<file path="src/rtl/decoder_scan_n_pkg.sv">
// Shared definitions for the scanning one-hot decoder: FSM state encoding,
// counter sizing and the one-hot helper.
package decoder_pkg;

  typedef enum logic [1:0] {
    ST_OFF    = 2'd0,
    ST_DIRECT = 2'd1,
    ST_DWELL  = 2'd2,
    ST_BLANK  = 2'd3
  } state_e;

  // Counter is never narrower than one bit, even for DWELL=1 / BLANK=0.
  function automatic int unsigned cnt_width(input int unsigned dwell, input int unsigned blank);
    int unsigned m;
    m = 2;
    if (dwell > m) m = dwell;
    if (blank > m) m = blank;
    return $clog2(m);
  endfunction

  function automatic logic [31:0] onehot(input int i);
    return 32'd1 << i;
  endfunction

endpackage

</file>
<file path="src/rtl/decoder_scan_n_if.sv">
// Control and output bundle of the scanning decoder; the slave side is the decoder.
interface decoder_scan_n_if #(
  parameter int unsigned SEL_W = 2
);
  localparam int unsigned N = 1 << SEL_W;

  logic             en;
  logic             scan;
  logic [SEL_W-1:0] sel;
  logic [N-1:0]     z;
  logic             en_out;
  logic [SEL_W-1:0] idx;
  logic             wrap;

  modport master (output en, output scan, output sel,
                  input z, input en_out, input idx, input wrap);
  modport slave  (input en, input scan, input sel,
                  output z, output en_out, output idx, output wrap);
endinterface

</file>
<file path="src/rtl/decoder_scan_n_onehot_dec.sv">
// Combinational SEL_W-to-2^SEL_W one-hot decoder; all zeros when disabled.
module onehot_dec
  import decoder_pkg::*;
#(
  parameter int unsigned SEL_W = 2
) (
  input  logic [SEL_W-1:0]      idx_i,
  input  logic                  en_i,
  output logic [(1<<SEL_W)-1:0] dec_o
);
  localparam int unsigned N = 1 << SEL_W;

  assign dec_o = en_i ? N'(onehot(int'(idx_i))) : '0;

endmodule

</file>
<file path="src/rtl/decoder_scan_n.sv">
// Registered one-hot decoder with direct mode and autonomous dwell/blank scan.
// States: OFF (disabled) | DIRECT (z = onehot(sel)) | DWELL (hold idx) | BLANK (all inactive)
module decoder_scan_n
  import decoder_pkg::*;
#(
  parameter int unsigned SEL_W      = 2,
  parameter int unsigned DWELL      = 4,
  parameter int unsigned BLANK      = 1,
  parameter bit          ACTIVE_LOW = 1'b0
) (
  input  logic           clk,
  input  logic           rst,
  decoder_scan_n_if.slave bus
);
  localparam int unsigned N     = 1 << SEL_W;
  localparam int unsigned CNT_W = cnt_width(DWELL, BLANK);
  localparam logic [CNT_W-1:0] DWELL_LAST = CNT_W'(DWELL - 1);
  localparam logic [CNT_W-1:0] BLANK_LAST = CNT_W'((BLANK > 0) ? BLANK - 1 : 0);

  state_e           state_q, state_d;
  logic [CNT_W-1:0] cnt_q, cnt_d;
  logic [SEL_W-1:0] idx_q, idx_d, idx_inc;
  logic [N-1:0]     z_q, z_d, dec;
  logic             en_out_q, en_out_d;
  logic             wrap_q, wrap_d;
  logic             dec_en;

  assign idx_inc = idx_q + SEL_W'(1);

  always_comb begin
    state_d  = ST_OFF;
    cnt_d    = '0;
    idx_d    = '0;
    en_out_d = 1'b0;
    wrap_d   = 1'b0;
    if (bus.en) begin
      en_out_d = 1'b1;
      if (!bus.scan) begin
        state_d = ST_DIRECT;
        idx_d   = bus.sel;
      end else begin
        // Entering from DIRECT keeps the last sel; from OFF idx_q is already 0.
        state_d = ST_DWELL;
        idx_d   = idx_q;
        unique case (state_q)
          ST_OFF:    idx_d = '0;
          ST_DIRECT: ;
          ST_DWELL: begin
            if (cnt_q == DWELL_LAST) begin
              if (BLANK > 0) begin
                state_d = ST_BLANK;
              end else begin
                idx_d  = idx_inc;
                wrap_d = (idx_inc == '0);
              end
            end else begin
              cnt_d = cnt_q + CNT_W'(1);
            end
          end
          ST_BLANK: begin
            if (cnt_q == BLANK_LAST) begin
              idx_d  = idx_inc;
              wrap_d = (idx_inc == '0);
            end else begin
              state_d = ST_BLANK;
              cnt_d   = cnt_q + CNT_W'(1);
            end
          end
          default: ;
        endcase
      end
    end
  end

  assign dec_en = (state_d == ST_DIRECT) || (state_d == ST_DWELL);

  onehot_dec #(.SEL_W(SEL_W)) u_dec (
    .idx_i (idx_d),
    .en_i  (dec_en),
    .dec_o (dec)
  );

  assign z_d = dec ^ {N{ACTIVE_LOW}};

  always_ff @(posedge clk) begin
    if (rst) begin
      state_q  <= ST_OFF;
      cnt_q    <= '0;
      idx_q    <= '0;
      z_q      <= {N{ACTIVE_LOW}};
      en_out_q <= 1'b0;
      wrap_q   <= 1'b0;
    end else begin
      state_q  <= state_d;
      cnt_q    <= cnt_d;
      idx_q    <= idx_d;
      z_q      <= z_d;
      en_out_q <= en_out_d;
      wrap_q   <= wrap_d;
    end
  end

  assign bus.z      = z_q;
  assign bus.en_out = en_out_q;
  assign bus.idx    = idx_q;
  assign bus.wrap   = wrap_q;

endmodule

</file>
<file path="src/flat_wrapper.sv">
// flat-port wrapper written by rule: the top's interface ports become plain ports
module decoder_scan_n_flat import decoder_pkg::*;
#(
  parameter int unsigned SEL_W      = 2,
  parameter int unsigned DWELL      = 4,
  parameter int unsigned BLANK      = 1,
  parameter bit          ACTIVE_LOW = 1'b0
)
  (clk, rst, bus_en, bus_scan, bus_sel, bus_z, bus_en_out, bus_idx, bus_wrap);
  decoder_scan_n_if #(.SEL_W(SEL_W)) bus_i ();
  input  logic clk;
  input  logic rst;
  input wire logic [$bits(bus_i.en)-1:0] bus_en;
  input wire logic [$bits(bus_i.scan)-1:0] bus_scan;
  input wire logic [$bits(bus_i.sel)-1:0] bus_sel;
  output wire logic [$bits(bus_i.z)-1:0] bus_z;
  output wire logic [$bits(bus_i.en_out)-1:0] bus_en_out;
  output wire logic [$bits(bus_i.idx)-1:0] bus_idx;
  output wire logic [$bits(bus_i.wrap)-1:0] bus_wrap;
  assign bus_i.en = bus_en;
  assign bus_i.scan = bus_scan;
  assign bus_i.sel = bus_sel;
  assign bus_z = bus_i.z;
  assign bus_en_out = bus_i.en_out;
  assign bus_idx = bus_i.idx;
  assign bus_wrap = bus_i.wrap;
  decoder_scan_n #(.SEL_W(SEL_W), .DWELL(DWELL), .BLANK(BLANK), .ACTIVE_LOW(ACTIVE_LOW)) u_core (.clk(clk), .rst(rst), .bus(bus_i));
endmodule
</file>
<file path="config.mk">
export PLATFORM = sky130hd
export DESIGN_NAME = decoder_scan_n_flat
export DESIGN_NICKNAME = d
export VERILOG_FILES = /design/src/rtl/decoder_scan_n_pkg.sv /design/src/rtl/decoder_scan_n_if.sv /design/src/rtl/decoder_scan_n_onehot_dec.sv /design/src/rtl/decoder_scan_n.sv /design/src/flat_wrapper.sv
export SDC_FILE = /design/constraint.sdc
export NUM_CORES = 1
export LEC_CHECK = 0
export ABC_AREA = 1
export CORE_AREA = 2 2 39 41
export DETAILED_ROUTE_END_ITERATION = 6
export DIE_AREA = 0 0 41 43
export PLACE_DENSITY = 0.72
export SLEW_MARGIN = 10
export SYNTH_ARGS = -nofsm -noshare
export SYNTH_HDL_FRONTEND = slang
export SYNTH_SLANG_ARGS = --single-unit
</file>
<file path="constraint.sdc">
create_clock -name clk -period 1.4 [get_ports clk]
set_input_delay 0.35 -clock clk [delete_from_list [all_inputs] [get_ports clk]]
set_output_delay 0.35 -clock clk [all_outputs]
set_load 0.02 [all_outputs]
</file>
# --- Yosys cells after proc, flatten, opt, wreduce, memory -nomap -nowiden ---
# Cells that the tools add are included.
totals:
  reg_bits: 12
  in_bits: 6
op_classes:
  n_addsub: 2
  eq_ne: 5
  shifts: 1
  n_mux: 13
  bitwise: 5
  n_reduce_logical: 7
ops:
  columns: ["cell", "n"]
  rows:
  - ["two-way mux 2 bit", 7]
  - ["one-hot mux 2 bit (2 select lines)", 3]
  - ["equality test 2 bit (second input constant)", 4]
  - ["zero test 2 bit", 3]
  - ["inverter 1 bit", 5]
  - ["OR reduction 5 bit", 1]
  - ["adder 2 x 1 -> 2 bit (second input constant)", 2]
  - ["left shift 1 x 2 -> 4 bit (first input constant)", 1]
  - ["two-way mux 1 bit", 3]
  - ["OR reduction 3 bit", 1]
  - ["equality test 2 x 1 -> 1 bit (second input constant)", 1]
  - ["OR reduction 2 bit", 1]
  - ["logical OR 1 bit", 1]

# --- Logic depth before layout (Yosys ltp) ---
logic_depth:
  word_depth: 9
  ltp_mapped: 10
  depth_no_buf: 10

# --- Hierarchy ---
# A second synthesis with hierarchy kept.
unflattened:
  cells_unflattened: 75
  hier_area_um2: 551.8
by_module_without_submodules:
  columns: ["mod", "n_inst", "cells_per_inst", "area_per_inst_um2"]
  rows:
  - ["decoder_scan_n", 1, 67, 521.8]
  - ["onehot_dec", 1, 8, 30.0]

# --- Worst setup path before layout ---
# OpenSTA, ideal clock, no wires.
synth_timing:
  path_kind: "register -> register"
  startpoint: "register u_core.idx_q[0] (netlist: u_core.bus.idx[0])"
  endpoint: "register u_core.z_q[0] (netlist: u_core.bus.z[0])"
  setup_time_ps: 64
  arrival_time_ps: 1143
  required_ps: 1336
  setup_slack_ps: 193
  path_stages_with_launch: 9
  path_buffers: 0
  path_cell_list: "dfxtp_1 > ha_1 > nand2_1 > nor2_1 > nor2_1 > nand2_1 > nand2_1 > nand2_1 > nor2_1"
synth_via:
  elab_chain_len: 6
synth_lines:
  columns: ["item", "line_no", "source"]
  rows:
  - ["start: declaration", "decoder_scan_n.sv:22", "logic [SEL_W-1:0] idx_q, idx_d, idx_inc;"]
  - ["start signal: assignment", "decoder_scan_n.sv:96", "idx_q <= idx_d;"]
  - ["adder 2 x 1 -> 2 bit", "decoder_scan_n.sv:28", "assign idx_inc = idx_q + SEL_W'(1);"]
  - ["two-way mux 2 bit", "decoder_scan_n.sv:61", "if (cnt_q == BLANK_LAST) begin"]
  - ["one-hot mux 2 bit (2 select lines) (*)", "decoder_scan_n.sv:45", "unique case (state_q)"]
  - ["two-way mux 2 bit (*)", "decoder_scan_n.sv:38", "if (!bus.scan) begin"]
  - ["two-way mux 2 bit (*)", "decoder_scan_n.sv:36", "if (bus.en) begin"]
  - ["left shift 1 x 2 -> 4 bit (*)", "decoder_scan_n_pkg.sv:22", "return 32'd1 << i;"]
  - ["end signal: assignment", "decoder_scan_n.sv:90", "z_q <= {N{ACTIVE_LOW}};"]
  - ["end signal: assignment", "decoder_scan_n.sv:97", "z_q <= z_d;"]
  - ["end: declaration", "decoder_scan_n.sv:23", "logic [N-1:0] z_q, z_d, dec;"]
# Mark *: on every way between the ends. The rest lies on a longest branch, timed or not.
# A chain may end at the register's enable or synchronous reset.

# --- Worst setup path after layout ---
layout_timing:
  startpoint: "register u_core.idx_q[1] (netlist: u_core.bus.idx[1])"
  endpoint: "output bus_idx[1]"
layout_rtl:
  columns: ["item", "line_no", "source"]
  rows:
  - ["end: declaration", "flat_wrapper.sv:18", "output wire logic [$bits(bus_i.idx)-1:0] bus_idx;"]
# No word-level cell between the ends.

==> results.sh <==
export IMPL_cp_data_required_time_ns=1.05
export IMPL_dp_hpwl_um=741
export IMPL_post_route_period_util_pct=98.0
export IMPL_numPlacedInstances=99
export IMPL_cts_htree_levels=1
export IMPL_grt_antenna_before_repair=0
export IMPL_floorplan_die_width_um=41
export IMPL_ctsRootBufferMaster="sky130_fd_sc_hd__clkbuf_4"
export IMPL_startpoint_type_of_the_worst_setup_path="flop"
export IMPL_ir_worst_vdd_mv=0.540
export IMPL_cpLargestDelayFamily="flip-flops"
export IMPL_max_slew_worst_pin_slew_ns=0.202
export IMPL_number_of_distinct_library_cells_after_synthesis=11
export IMPL_fin_tns_setup_ns=0
export IMPL_fin_nets=101
export IMPL_viasPerCell=4.28
export IMPL_worst_slew_margin_rel_pct=86.4
export IMPL_synth_seq_cells=12
export IMPL_post_synth_instance_area_um2=518
export IMPL_first_global_vias=425
export IMPL_clock_sinks=12
export IMPL_antennaDiodeCount=0
export IMPL_die_area_um2=1760
export IMPL_gr_total_overflow=0
export IMPL_fin_worst_skew_ns=0.00175
export IMPL_critPathMaxStageDelay_ns=0.42
export IMPL_critPathMaxFanout=3
export IMPL_effective_utilization_at_floorplan_pct=37.4
export IMPL_grt_max_degree=8
export IMPL_drt_drc_violations_left=0
export IMPL_number_of_warnings_printed_during_yosys_synthesis=0
export IMPL_tritoncts="done"
export IMPL_holdCritPathClass="flop to flop"
export IMPL_clkSlewWorstSetupHoldPaths_ns=0.07
export IMPL_die_height_um=43
export IMPL_dr_total_vias=445
export IMPL_drtIter0Drc=11
export IMPL_dp_slack_ns=-0.0602
export IMPL_power_density_nw_per_um2=949
export IMPL_syn2layout_area_growth_pct=44.7
export IMPL_run_status="finished clean"
export IMPL_final_max_slew_viol_count=0
export IMPL_finalWorstPathRequiredPeriod_ns=1.37
export IMPL_drive_above_1_share_pct=13.6
export IMPL_routability_cong=0.714
export IMPL_grtUsageTotal_pct=13.2
export IMPL_sequential_fraction_of_the_synthesis_area_pct=46.4
export IMPL_layout_cells_most_common_list="15 x sky130_fd_sc_hd__nand2_1, 15 x sky130_fd_sc_hd__nor2_1, 11 x sky130_fd_sc_hd__inv_1, 11 x sky130_fd_sc_hd__dfxtp_1, 7 x sky130_fd_sc_hd__dlygate4sd2_1"
export IMPL_setup_viol=0
export IMPL_fmaxAchievable_mhz=729
export IMPL_timing_reg2reg_worst_path_depth=9
export IMPL_instances_no_fill=104
export IMPL_crit_cells=1
export IMPL_worstSkewPairLatency_ns=0.27
export IMPL_buffers_plus_inverters_on_the_worst_setup_path=1
export IMPL_drt_first_pass_iters=4
export IMPL_floorplan_io_pins=14
export IMPL_cp_arrival_ns=1.02
export IMPL_clock_tree_buffer_depth=2
export IMPL_finalWorstSetupSlack_ns=0.0275
export IMPL_cts_hold_buffers_added=0
export IMPL_core_area_um2=1380
export IMPL_ant_nets_after_route=0
export IMPL_syn_area_per_cell_um2=7.62
export IMPL_rrSetupSlack_ns=0.09
export IMPL_worst_setup_path_end_kind="output pin"
export IMPL_maxCapViolCount=0
export IMPL_postSynthCellCount=68
export IMPL_min_delay_path_depth=3
export IMPL_cts_buffers_inserted=3
export IMPL_totalWireLength_mm=1.02
export IMPL_avgRoutedWirePerCell_um=9.76
export IMPL_io_buffer_count=13
export IMPL_grt_first_pass_wirelength_mm=1.55
export IMPL_hold_viol=0
export IMPL_crit_slowest_cell="sky130_fd_sc_hd__dfxtp_1"
export IMPL_power_leakage_nw=0.380
export IMPL_path_class="flop to output pin"
export IMPL_critical_path_cell_chain="clkdlybuf4s15_1"
export IMPL_postSynthNetCount=80
export IMPL_report_power_total_uw=711
export IMPL_row_count=14
[cells by family (layout without fill, tap and decap cells)]
kind of cell	Yosys count	count (layout)	share of synthesized area [%]
AO/OA/AOI/OAI	7	7	7.73
adder cells (fa/ha/maj)	6	6	14.5
buffers and inverters	11	31	7.97
flip-flops	12	12	46.4
AND/OR/NAND/NOR	32	32	23.4
[metrics by stage]
stage                     instance area [um^2]  hold WS, ns  util, %
after floorplan                            518        0.422        -
after global placement                     683        0.568     49.4
after detailed placement                   683        0.577     49.4
after CTS                                  709        0.594     51.3
after global routing                       749        0.677     54.2
final                                      749        0.594     54.2
[layer usage]
layer / global-route usage [%] / vias to the layer above / share of wire, %
li1: - / 248 / -
met1: 15.4 / 185 / 41
met5: 0 / - / 0
met3: 3.14 / 2 / 2.8
met2: 19.7 / 10 / 55
met4: 10.0 / 0 / 1.4
[cells in the mapped netlist]
master,number,share of area [%]
sky130_fd_sc_hd__nor2_1,15,11
sky130_fd_sc_hd__o21a_1,1,1.4
sky130_fd_sc_hd__inv_1,11,8.0
sky130_fd_sc_hd__a21oi_1,2,1.9
sky130_fd_sc_hd__a22oi_1,1,1.4
sky130_fd_sc_hd__o21ai_0,2,1.9
sky130_fd_sc_hd__dfxtp_1,12,46
sky130_fd_sc_hd__nand2_1,16,12
sky130_fd_sc_hd__nand3_1,1,0.97
sky130_fd_sc_hd__ha_1,6,14
sky130_fd_sc_hd__o21ai_1,1,0.97
[worst paths after layout]
| path | from | to |
|---|---|---|
| worst max-delay path | u_core.bus.idx[1] | bus_idx[1] |
| worst min-delay path | u_core.cnt_q[0] | u_core.cnt_q[0] |
| worst max register to register | u_core.bus.idx[0] | u_core.bus.idx[1] |
| worst min register to register | u_core.cnt_q[0] | u_core.cnt_q[0] |
[flip-flops by register name, summed over array words and instances (netlist names)]
signal,flops
u_core.bus.en_out,1
u_core.bus.idx,2
u_core.bus.wrap,1
u_core.bus.z,4
u_core.cnt_q,2
u_core.state_q,2
[power by group]
group          leakage (nW)  internal [mW]  switching, mW
clock                0.0210          0.158          0.115
sequential           0.0983          0.350        0.00473
combinational         0.261         0.0410         0.0424
total                 0.380          0.549          0.162
[layout make-up]
type | count | area, um^2
Fill cell | 139 | 634
Multi-Input combinational cell | 45 | 267
Sequential cell | 12 | 241
Timing Repair Buffer | 16 | 144
Inverter | 11 | 41.3
Clock buffer | 4 | 36.3
Tap cell | 16 | 20.0
[repair_timing]
| action | CTS | global route |
|---|---|---|
| setup endpoints to repair | 8 | 4 |
| gates cloned | 0 | 0 |
| resized for setup | 8 | 6 |
| pin swaps | 0 | 3 |
| buffers inserted | 0 | 1 |
Power figures use the tool's default switching activity.
